<file path="src/rtl/flow_pkg.sv">
`default_nettype none
// flow_pkg: shared widths and defaults for the flowing-LED control path. Rev 1.0
package flow_pkg;
  localparam int SPEED_W        = 2;
  localparam int NUM_SPEEDS     = 4;
  localparam int LED_W          = 6;
  localparam int DEF_DEB_CYCLES = 1_000_000;
  localparam int DEF_DIV_BASE   = 25_000_000;

  typedef logic [SPEED_W-1:0] speed_t;

  // Counter width able to hold 0..n-1, never narrower than one bit.
  function automatic int cnt_width(input int n);
    return (n > 1) ? $clog2(n) : 1;
  endfunction
endpackage
`default_nettype wire

</file>
<file path="src/rtl/btn_debounce.sv">
`default_nettype none
// btn_debounce: two-flop synchroniser, stability-window debounce and one-cycle press pulse. Rev 1.0
module btn_debounce
  import flow_pkg::*;
#(
  parameter int DEB_CYCLES = DEF_DEB_CYCLES
) (
  input  logic clk,
  input  logic rst,
  input  logic btn,
  output logic press
);
  localparam int            CW   = cnt_width(DEB_CYCLES);
  localparam logic [CW-1:0] LAST = CW'(DEB_CYCLES - 1);

  logic          s1;
  logic          s2;
  logic          stable;
  logic          stable_q;
  logic [CW-1:0] cnt;

  always_ff @(posedge clk) begin
    if (rst) begin
      s1       <= 1'b0;
      s2       <= 1'b0;
      stable   <= 1'b0;
      stable_q <= 1'b0;
      cnt      <= '0;
    end else begin
      s1       <= btn;
      s2       <= s1;
      stable_q <= stable;
      // Any return to agreement restarts the window, so short glitches are dropped.
      if (s2 == stable) begin
        cnt <= '0;
      end else if (cnt == LAST) begin
        stable <= s2;
        cnt    <= '0;
      end else begin
        cnt <= cnt + CW'(1);
      end
    end
  end

  assign press = stable & ~stable_q;
endmodule
`default_nettype wire

</file>
<file path="src/rtl/flow_ctrl.sv">
`default_nettype none
// flow_ctrl: button front-end producing run enable, speed level and the clock-enable step strobe. Rev 1.0
module flow_ctrl
  import flow_pkg::*;
#(
  parameter int DEB_CYCLES = DEF_DEB_CYCLES,
  parameter int DIV_BASE   = DEF_DIV_BASE
) (
  input  logic               clk,
  input  logic               rst,
  input  logic               btn_run,
  input  logic               btn_speed,
  output logic               en,
  output logic               step,
  output logic [SPEED_W-1:0] speed
);
  localparam int CNT_W = cnt_width(DIV_BASE);

  logic             press_run;
  logic             press_speed;
  logic [CNT_W-1:0] cnt;
  logic [CNT_W-1:0] term;

  btn_debounce #(.DEB_CYCLES(DEB_CYCLES)) u_deb_run (
    .clk   (clk),
    .rst   (rst),
    .btn   (btn_run),
    .press (press_run)
  );

  btn_debounce #(.DEB_CYCLES(DEB_CYCLES)) u_deb_speed (
    .clk   (clk),
    .rst   (rst),
    .btn   (btn_speed),
    .press (press_speed)
  );

  always_comb begin
    term = CNT_W'((DIV_BASE >> speed) - 1);
  end

  always_ff @(posedge clk) begin
    if (rst) begin
      en    <= 1'b0;
      speed <= '0;
      cnt   <= '0;
      step  <= 1'b0;
    end else begin
      if (press_run) begin
        en <= ~en;
      end
      if (press_speed) begin
        speed <= speed + SPEED_W'(1);
      end
      // A mode change restarts the period so no shortened or stretched step escapes.
      if (press_run || press_speed) begin
        cnt  <= '0;
        step <= 1'b0;
      end else if (en) begin
        if (cnt == term) begin
          cnt  <= '0;
          step <= 1'b1;
        end else begin
          cnt  <= cnt + CNT_W'(1);
          step <= 1'b0;
        end
      end else begin
        cnt  <= '0;
        step <= 1'b0;
      end
    end
  end
endmodule
`default_nettype wire

</file>
<file path="config.mk">
export PLATFORM = sky130hd
export DESIGN_NAME = flow_ctrl
export DESIGN_NICKNAME = d
export VERILOG_FILES = /design/src/rtl/flow_pkg.sv /design/src/rtl/btn_debounce.sv /design/src/rtl/flow_ctrl.sv
export SDC_FILE = /design/constraint.sdc
export NUM_CORES = 1
export LEC_CHECK = 0
export ABC_AREA = 1
export ABC_CLOCK_PERIOD_IN_PS = 3550
export CAP_MARGIN = 20
export CORE_MARGIN = 2
export CORE_UTILIZATION = 25
export DETAILED_ROUTE_END_ITERATION = 12
export HOLD_SLACK_MARGIN = 0.06
export MAX_ROUTING_LAYER = met4
export RECOVER_POWER = 25
export SETUP_SLACK_MARGIN = 0.3
export SYNTH_ARGS = -nofsm -noshare
export SYNTH_HDL_FRONTEND = slang
export SYNTH_SLANG_ARGS = --single-unit
</file>
<file path="constraint.sdc">
create_clock -name clk -period 3.55 [get_ports clk]
set_input_delay 0.5325 -clock clk [delete_from_list [all_inputs] [get_ports clk]]
set_output_delay 0.5325 -clock clk [all_outputs]
set_load 0.05 [all_outputs]
</file>
==> run_results.csv, run 1 <==
group,metric,value,unit
sta,setup-tns-final,0,ps
power_and_ir_drop,ir_drop,274,uV
floorplan,placeableCoreArea,15800,um2
power_and_ir_drop,internal_power,1.42,mW
power_and_ir_drop,p_leak,1.63,nW
power_and_ir_drop,p_switching,0.385,mW
sta,min_period,2420,ps
setup_path,setup.reg_to_reg.worst_slack,1130,ps
detailed_routing,route.antenna.remaining_nets,0,
sta,max_slew_margin,54.9,%
layout,final.fill_count,1739,
detailed_routing,initialDrtViolationCount,188,
detailed_routing,drt-wirelength-per-cell,9.79,um
global_route,track_usage,10.5,%
setup_path,worstSetupStartpointType,"flip-flop",
floorplan,fp.dieW,131,um
power_and_ir_drop,sequentialPowerShare,48.1,%
sta,timing_worst_slew_pin_value,674,ps
run_status,run_status,"complete, no violations",
floorplan,floorplan.initialDensity,25.6,%
placement,pre_cts_ws,1130,ps
clock_network,clock_insertion_delay_worst_skew,340,ps
logic_synthesis,synth_compound_area_share,3.74,%
flow_run,timing.max_cap.violations,0,
clock_network,cts.htree.levels,3,
placement,gp_congestion,0.826,
layout,sequential_cell_area,1540,um2
clock_network,post-cts-setup-buffer-count,0,
sta,finClkSkew,9.92,ps
floorplan,die_y,131,um
logic_synthesis,ys_seq_elements,77,
setup_path,timing.critical_path.arrival,2620,ps
detailed_routing,drt_drc_violations_left,0,
layout,final_core_util,29.2,%
clock_network,cts_num_sinks,77,
sta,layout_setup_ws,1130,ps
clock_network,cts.clk_slew.worst_paths,60,ps
layout,insertedDiodeCount,0,
floorplan,core.rowCount,46,
layout,combined_area_of_the_multi_input_logic_cells,2130,um2
logic_synthesis,post_synth_num_cell_types,29,
global_route,leftover_overflow_at_the_end_of_global_routing,0,
logic_synthesis,ys_warn_count,0,
setup_path,worst_setup_path_end_kind,"flip-flop",
logic_synthesis,muxShareOfSynthArea,0,%
logic_synthesis,synth-simple-area-share,37.4,%
layout,nets,619,
placement,port-buffer-count,7,
global_route,first_global_vias,3169,
layout,drive_gt1_share,7.24,%
power_and_ir_drop,power_frac_comb,0.7,%
logic_synthesis,synthXorXnorAreaFrac,8.01,%
clock_network,cts_buffers,9,
sta,slew_violations,0,
sta,maxClockFrequency,0.414,GHz
sta,number_of_failing_setup_endpoints_in_the_final_timing_report,0,
detailed_routing,avgViaCountPerCell,4.11,
global_route,grt_max_degree,26,
power_and_ir_drop,total_power_divided_by_cell_area,390,nW/um2
floorplan,pin_count,8,
clock_network,cts_tree,"done",
worst_hold_path,hold_path.class,"reg2reg",
power_and_ir_drop,part_of_the_power_in_the_clock_network,51.1,%
logic_synthesis,synth_top_family_by_area,"simple AND/OR/NAND/NOR gates",
sta,hold_viol,0,
clock_network,cts.repair.resized,0,
sta,min_period_over_period,68.1,%
global_route,initial_antenna_violation_count,0,
setup_path,criticalPathCategory,"reg2reg",
layout,synth_to_layout_area_growth,14.2,%
detailed_routing,detail_route.wirelength,8.06,mm
clock_network,cts_buffer_depth,2,
setup_path,critical_path_peak_fanout,25,
sta,unrepaired_setup_endpoints_after_global_routing,"no",
setup_path,timing.critical_path.required,3750,ps
placement,dp_hpwl,5.88,mm
power_and_ir_drop,switching_share,21.4,%
logic_synthesis,synthesis.nets,607,
floorplan,die_area,17200,um2
logic_synthesis,mappedNetlistArea,4050,um2
logic_synthesis,synthAdderAreaFrac,3.71,%
logic_synthesis,synth_sequential_area_ratio,38.1,%
detailed_routing,via_count,3385,
clock_network,ctsHoldBuffers,0,
global_route,grt_pass1_wl,14.4,mm
clock_network,cts.root.buffer_cell,"clkbuf_16",
logic_synthesis,synth_cells,591,
logic_synthesis,syn_avg_cell_area,6.85,um2
detailed_routing,router_iterations_before_antenna_repair,4,
worst max-delay path, stage by stage, from the launching register on:
cell     delay, ps
dfxtp_1        510
inv_2          150
ha_1           240
inv_1           80
ha_1           240
inv_1           60
nand2_1         40
nand2_1         70
nand2_1         50
nor2_1         100
nand2_1         70
nor2_1          90
nand2_1         90
nand2_2        400
nor2_1          80
worst paths after layout:
kind	cells past startpoint	start	end
setup reg to reg	14	speed[0]	cnt[20]
hold / removal	2	u_deb_run.s1	u_deb_run.s2
setup / recovery	14	speed[0]	cnt[20]
hold reg to reg	2	u_deb_run.s1	u_deb_run.s2
metrics by stage:
stage	instances	hold slack [ps]	power, mW	cell area [um2]
2_1_floorplan	591	388	0.897	4050
3_3_place_gp	808	391	0.901	4330
3_5_place_dp	808	393	0.901	4330
4_1_cts	824	401	1.84	4630
5_1_grt	824	416	1.87	4620
6_report	824	400	1.80	4620
placed cells by master, fill, tap and decap left out:
cell,synthesis,final
a21o_1,1,1
a21oi_1,18,18
a31oi_1,1,1
bufinv_16,0,1
clkbuf_16,0,9
clkdlybuf4s50_1,0,6
clkinv_2,0,3
clkinv_4,0,1
dfxtp_1,77,77
dlygate4sd3_1,0,1
ha_1,12,12
inv_1,78,78
inv_2,5,5
inv_6,0,2
nand2_1,134,135
nand2_2,8,7
nand3_1,27,28
nand3_2,3,2
nand3b_1,5,5
nand4_1,13,13
nor2_1,126,126
nor2_2,6,6
nor2_4,4,4
nor3_1,13,13
nor3_2,2,2
nor4_1,2,2
o21ai_0,7,7
o21ai_1,1,1
o21bai_1,1,1
or2_0,2,2
or2_2,2,2
xnor2_1,12,12
xor2_1,25,25
power by group through the flow:
stage | logic [mW] | registers [mW] | clock network [mW]
2_1_floorplan | 0.00987 | 0.887 | 0
3_3_place_gp | 0.0134 | 0.887 | 0
3_5_place_dp | 0.0136 | 0.887 | 0
4_1_cts | 0.0136 | 0.868 | 0.958
5_1_grt | 0.0150 | 0.868 | 0.986
6_report | 0.0130 | 0.868 | 0.922
metal layers:
metal  vias up  global-route usage, %  routed length, um  part of all wire [%]
li1       1847                      -                  -                     -
met1      1493                   13.2               4140                    51
met2        37                   15.6               3510                    43
met3         8                   3.47                288                   3.6
met4         0                   3.99                131                   1.6
met5         -                      -                  0                     0
sequential cells by signal (all words and copies together), names as in the netlist:
signal                count
cnt                      25
u_deb_run.cnt            20
u_deb_speed.cnt          20
speed                     2
en                        1
step                      1
u_deb_run.s1              1
u_deb_run.s2              1
u_deb_run.stable          1
u_deb_run.stable_q        1
u_deb_speed.s1            1
u_deb_speed.s2            1
u_deb_speed.stable        1
u_deb_speed.stable_q      1
kinds of logic after synthesis:
kind of cell             Yosys count
AND/OR/NAND/NOR                  347
adder cells (fa/ha/maj)           12
AO/OA/AOI/OAI                     29
flip-flops                        77
XOR/XNOR                          37
buffers and inverters             89
cells in the mapped netlist (all sizes together):
| master | instances | area [um2] |
|---|---|---|
| a31oi | 1 | 6.26 |
| nand2 | 142 | 553 |
| nand3 | 30 | 165 |
| or2 | 4 | 25.0 |
| xor2 | 25 | 219 |
| ha | 12 | 150 |
| nand4 | 13 | 81.3 |
| o21ai | 8 | 40.0 |
| a21oi | 18 | 90.1 |
| dfxtp | 77 | 1540 |
| xnor2 | 12 | 105 |
| buf | 6 | 53.8 |
| inv | 83 | 312 |
| nor4 | 2 | 12.5 |
| nor2 | 136 | 556 |
| a21o | 1 | 7.51 |
| nor3 | 15 | 85.1 |
| nand3b | 5 | 37.5 |
| o21bai | 1 | 7.51 |
area by class of cell:
cell class	count	share of cell area (%)
clock buffers	9	4.87
flip-flops and latches	77	33.3
repair buffers	7	1.52
clock inverters	7	1.54
inverters	83	6.74
well taps	216	5.85
multi-input cells	425	46.1
No activity file was read; power rests on OpenSTA's default activity.
==> run 2: changes to the inputs <==
ABC_CLOCK_PERIOD_IN_PS = 2300   (was 3550)
clock period = 2.3 ns   (was 3.55 ns; I/O delays follow)
==> run 2 against run 1 <==
  * Worst setup slack got worse by 790 ps
  * Critical path depth decreased by 13
  * Critical path type is now reg2out
  * Clock-buffer cell count grew 2
  * Final area is 4.7% higher
  * Worst hold slack is essentially flat
  * Non-clock buffer count rose by 9
  * Via count increased by 1.8%
  * Utilization increased by 1.4 points
  * Critical endpoint is now speed[1]
  * Clock skew grew 1.6 ps
==> run_results.csv, run 2 (synthesis results as in run 1) <==
group,metric,value,unit
run_status,run_status,"complete, no violations",
sta,setup-tns-final,0,ps
global_route,track_usage,10.4,%
global_route,first_global_vias,3193,
setup_path,worst_setup_path_end_kind,"output pin",
floorplan,placeableCoreArea,15800,um2
layout,final_core_util,30.6,%
floorplan,fp.dieW,131,um
sta,max_slew_margin,62.1,%
placement,gp_congestion,0.833,
detailed_routing,via_count,3445,
sta,unrepaired_setup_endpoints_after_global_routing,"no",
global_route,gr-usage-met3,2.97,%
global_route,initial_antenna_violation_count,0,
sta,slew_violations,0,
placement,port-buffer-count,7,
sta,timing_worst_slew_pin_value,567,ps
sta,min_period_over_period,85.0,%
setup_path,reg2reg_from,"speed[1]",
global_route,globalRoute.busiestLayer,"met2",
setup_path,criticalPathCategory,"reg2out",
clock_network,ctsHoldBuffers,0,
power_and_ir_drop,sequentialPowerShare,45.9,%
detailed_routing,route.antenna.remaining_nets,0,
setup_path,worst_path_max_delay_cell,"clkdlybuf4s50_1",
clock_network,cts.clk_slew.worst_paths,60,ps
clock_network,clock_insertion_delay_worst_skew,340,ps
worst_hold_path,worst_hold_startpoint,"u_deb_run.s1",
setup_path,slowest_delay,870,ps
power_and_ir_drop,part_of_the_power_in_the_clock_network,53.4,%
detailed_routing,drt_drc_violations_left,0,
power_and_ir_drop,p_switching,0.586,mW
power_and_ir_drop,switching_share,20.1,%
clock_network,cts.htree.levels,3,
detailed_routing,initialDrtViolationCount,229,
setup_path,critical_path_peak_fanout,8,
sta,min_period,1960,ps
layout,synth_to_layout_area_growth,19.5,%
global_route,met1_usage,13.2,%
setup_path,timing.critical_path.max_delay_family,"buffers and inverters",
worst_hold_path,holdPathStages,2,
floorplan,die_y,131,um
detailed_routing,router_iterations_before_antenna_repair,4,
setup_path,worstSetupStartpointType,"flip-flop",
setup_path,timing.critical_path.required,1960,ps
setup_path,cp_cell_sequence,"clkdlybuf4s50_1",
worst_hold_path,hold_path.class,"reg2reg",
layout,drive_gt1_share,10.9,%
power_and_ir_drop,total_power_divided_by_cell_area,602,nW/um2
clock_network,cts_buffers,9,
clock_network,cts.root.buffer_cell,"clkbuf_16",
floorplan,core.rowCount,46,
placement,dp_hpwl,5.89,mm
global_route,grt_max_degree,26,
setup_path,timing.critical_path.arrival,1610,ps
sta,number_of_failing_setup_endpoints_in_the_final_timing_report,0,
setup_path,path_buf_inv,1,
floorplan,die_area,17200,um2
power_and_ir_drop,p_leak,1.70,nW
layout,nets,628,
detailed_routing,detail_route.wirelength,8.57,mm
floorplan,floorplan.initialDensity,25.6,%
layout,top_regs,"cnt: 25 flops, u_deb_run.cnt: 20 flops, u_deb_speed.cnt: 20 flops",
global_route,globalRouteMet2Util,15.8,%
clock_network,cts_num_sinks,77,
sta,finClkSkew,11.5,ps
setup_path,reg2reg_to,"cnt[0]",
layout,layout.cells.most_common_list,"nand2_1 (132), nor2_1 (124), inv_1 (75), dfxtp_1 (75), nand3_1 (28)",
floorplan,pin_count,8,
layout,regMostFlops,"cnt",
sta,maxClockFrequency,0.511,GHz
global_route,leftover_overflow_at_the_end_of_global_routing,0,
global_route,grt_pass1_wl,14.5,mm
power_and_ir_drop,internal_power,2.33,mW
clock_network,cts_tree,"done",
layout,largest_register_ffs,25,
setup_path,setup.reg_to_reg.worst_slack,400,ps
power_and_ir_drop,power_frac_comb,0.7,%
setup_path,ff2ff_path_depth,13,
detailed_routing,avgViaCountPerCell,4.14,
layout,insertedDiodeCount,0,
layout,layout_commonest_cell,"nand2_1",
sta,hold_viol,0,
worst_hold_path,worstHoldEndpoint,"u_deb_run.s2",
flow_run,timing.max_cap.violations,0,
detailed_routing,drt-wirelength-per-cell,10.3,um
clock_network,cts_buffer_depth,2,
power_and_ir_drop,ir_drop,304,uV
run 2: cell count changes in the layout (fill, tap and decap cells not counted), sizes merged:
cell      before  now
clkinv         4    2
clkinvlp       0    1
buf            0    6
inv           85   83
clkbuf         9   14
bufinv         1    2
run 2: timing repair:
item                                    in CTS  in global routing
setup buffers                                0                  3
endpoints found under the setup margin       0                 26
endpoints found under the hold margin        0                  0
gates resized for setup                      0                 20
run 2: worst max path at each step:
stage	startpoint	endpoint	slack, ps	cells past startpoint
after floorplan	speed[0]	cnt[19]	340	15
after global placement	speed[0]	cnt[13]	370	15
after detailed placement	speed[0]	cnt[24]	330	15
after CTS	speed[0]	cnt[14]	300	15
after global routing	u_deb_speed.cnt[0]	u_deb_speed.cnt[1]	220	8
final	speed[1]	speed[1]	340	1
run 2: final cells by class:
class | count | area, um2
multi-input cells | 425 | 2190
fillers | 1707 | 11000
well taps | 216 | 270
repair buffers | 16 | 185
inverters | 83 | 323
clock buffers | 11 | 243
clock inverters | 5 | 82.6
flip-flops and latches | 77 | 1550
run 2: power by group through the flow:
stage / Sequential (mW) / Clock, mW / Combinational (mW)
floorplan: 1.37 / 0 / 0.0152
global placement: 1.37 / 0 / 0.0233
detailed placement: 1.37 / 0 / 0.0236
CTS: 1.34 / 1.60 / 0.0236
global route: 1.34 / 1.64 / 0.0254
finish: 1.34 / 1.56 / 0.0217
run 2: metal layers:
metal	up-vias	part of all wire, %
met1	1529	52
met3	15	2.9
met2	38	44
met5	-	0
met4	0	1.6
li1	1863	-
run 2: per-stage QoR:
step	area (um2)	power, mW	instances	worst slack (ps)	hold slack [ps]
detailed placement	4380	1.39	811	332	396
floorplan	4060	1.38	591	343	388
global route	4840	3.01	833	217	425
finish	4840	2.91	833	345	400
global placement	4380	1.39	811	367	393
CTS	4700	2.97	827	304	402
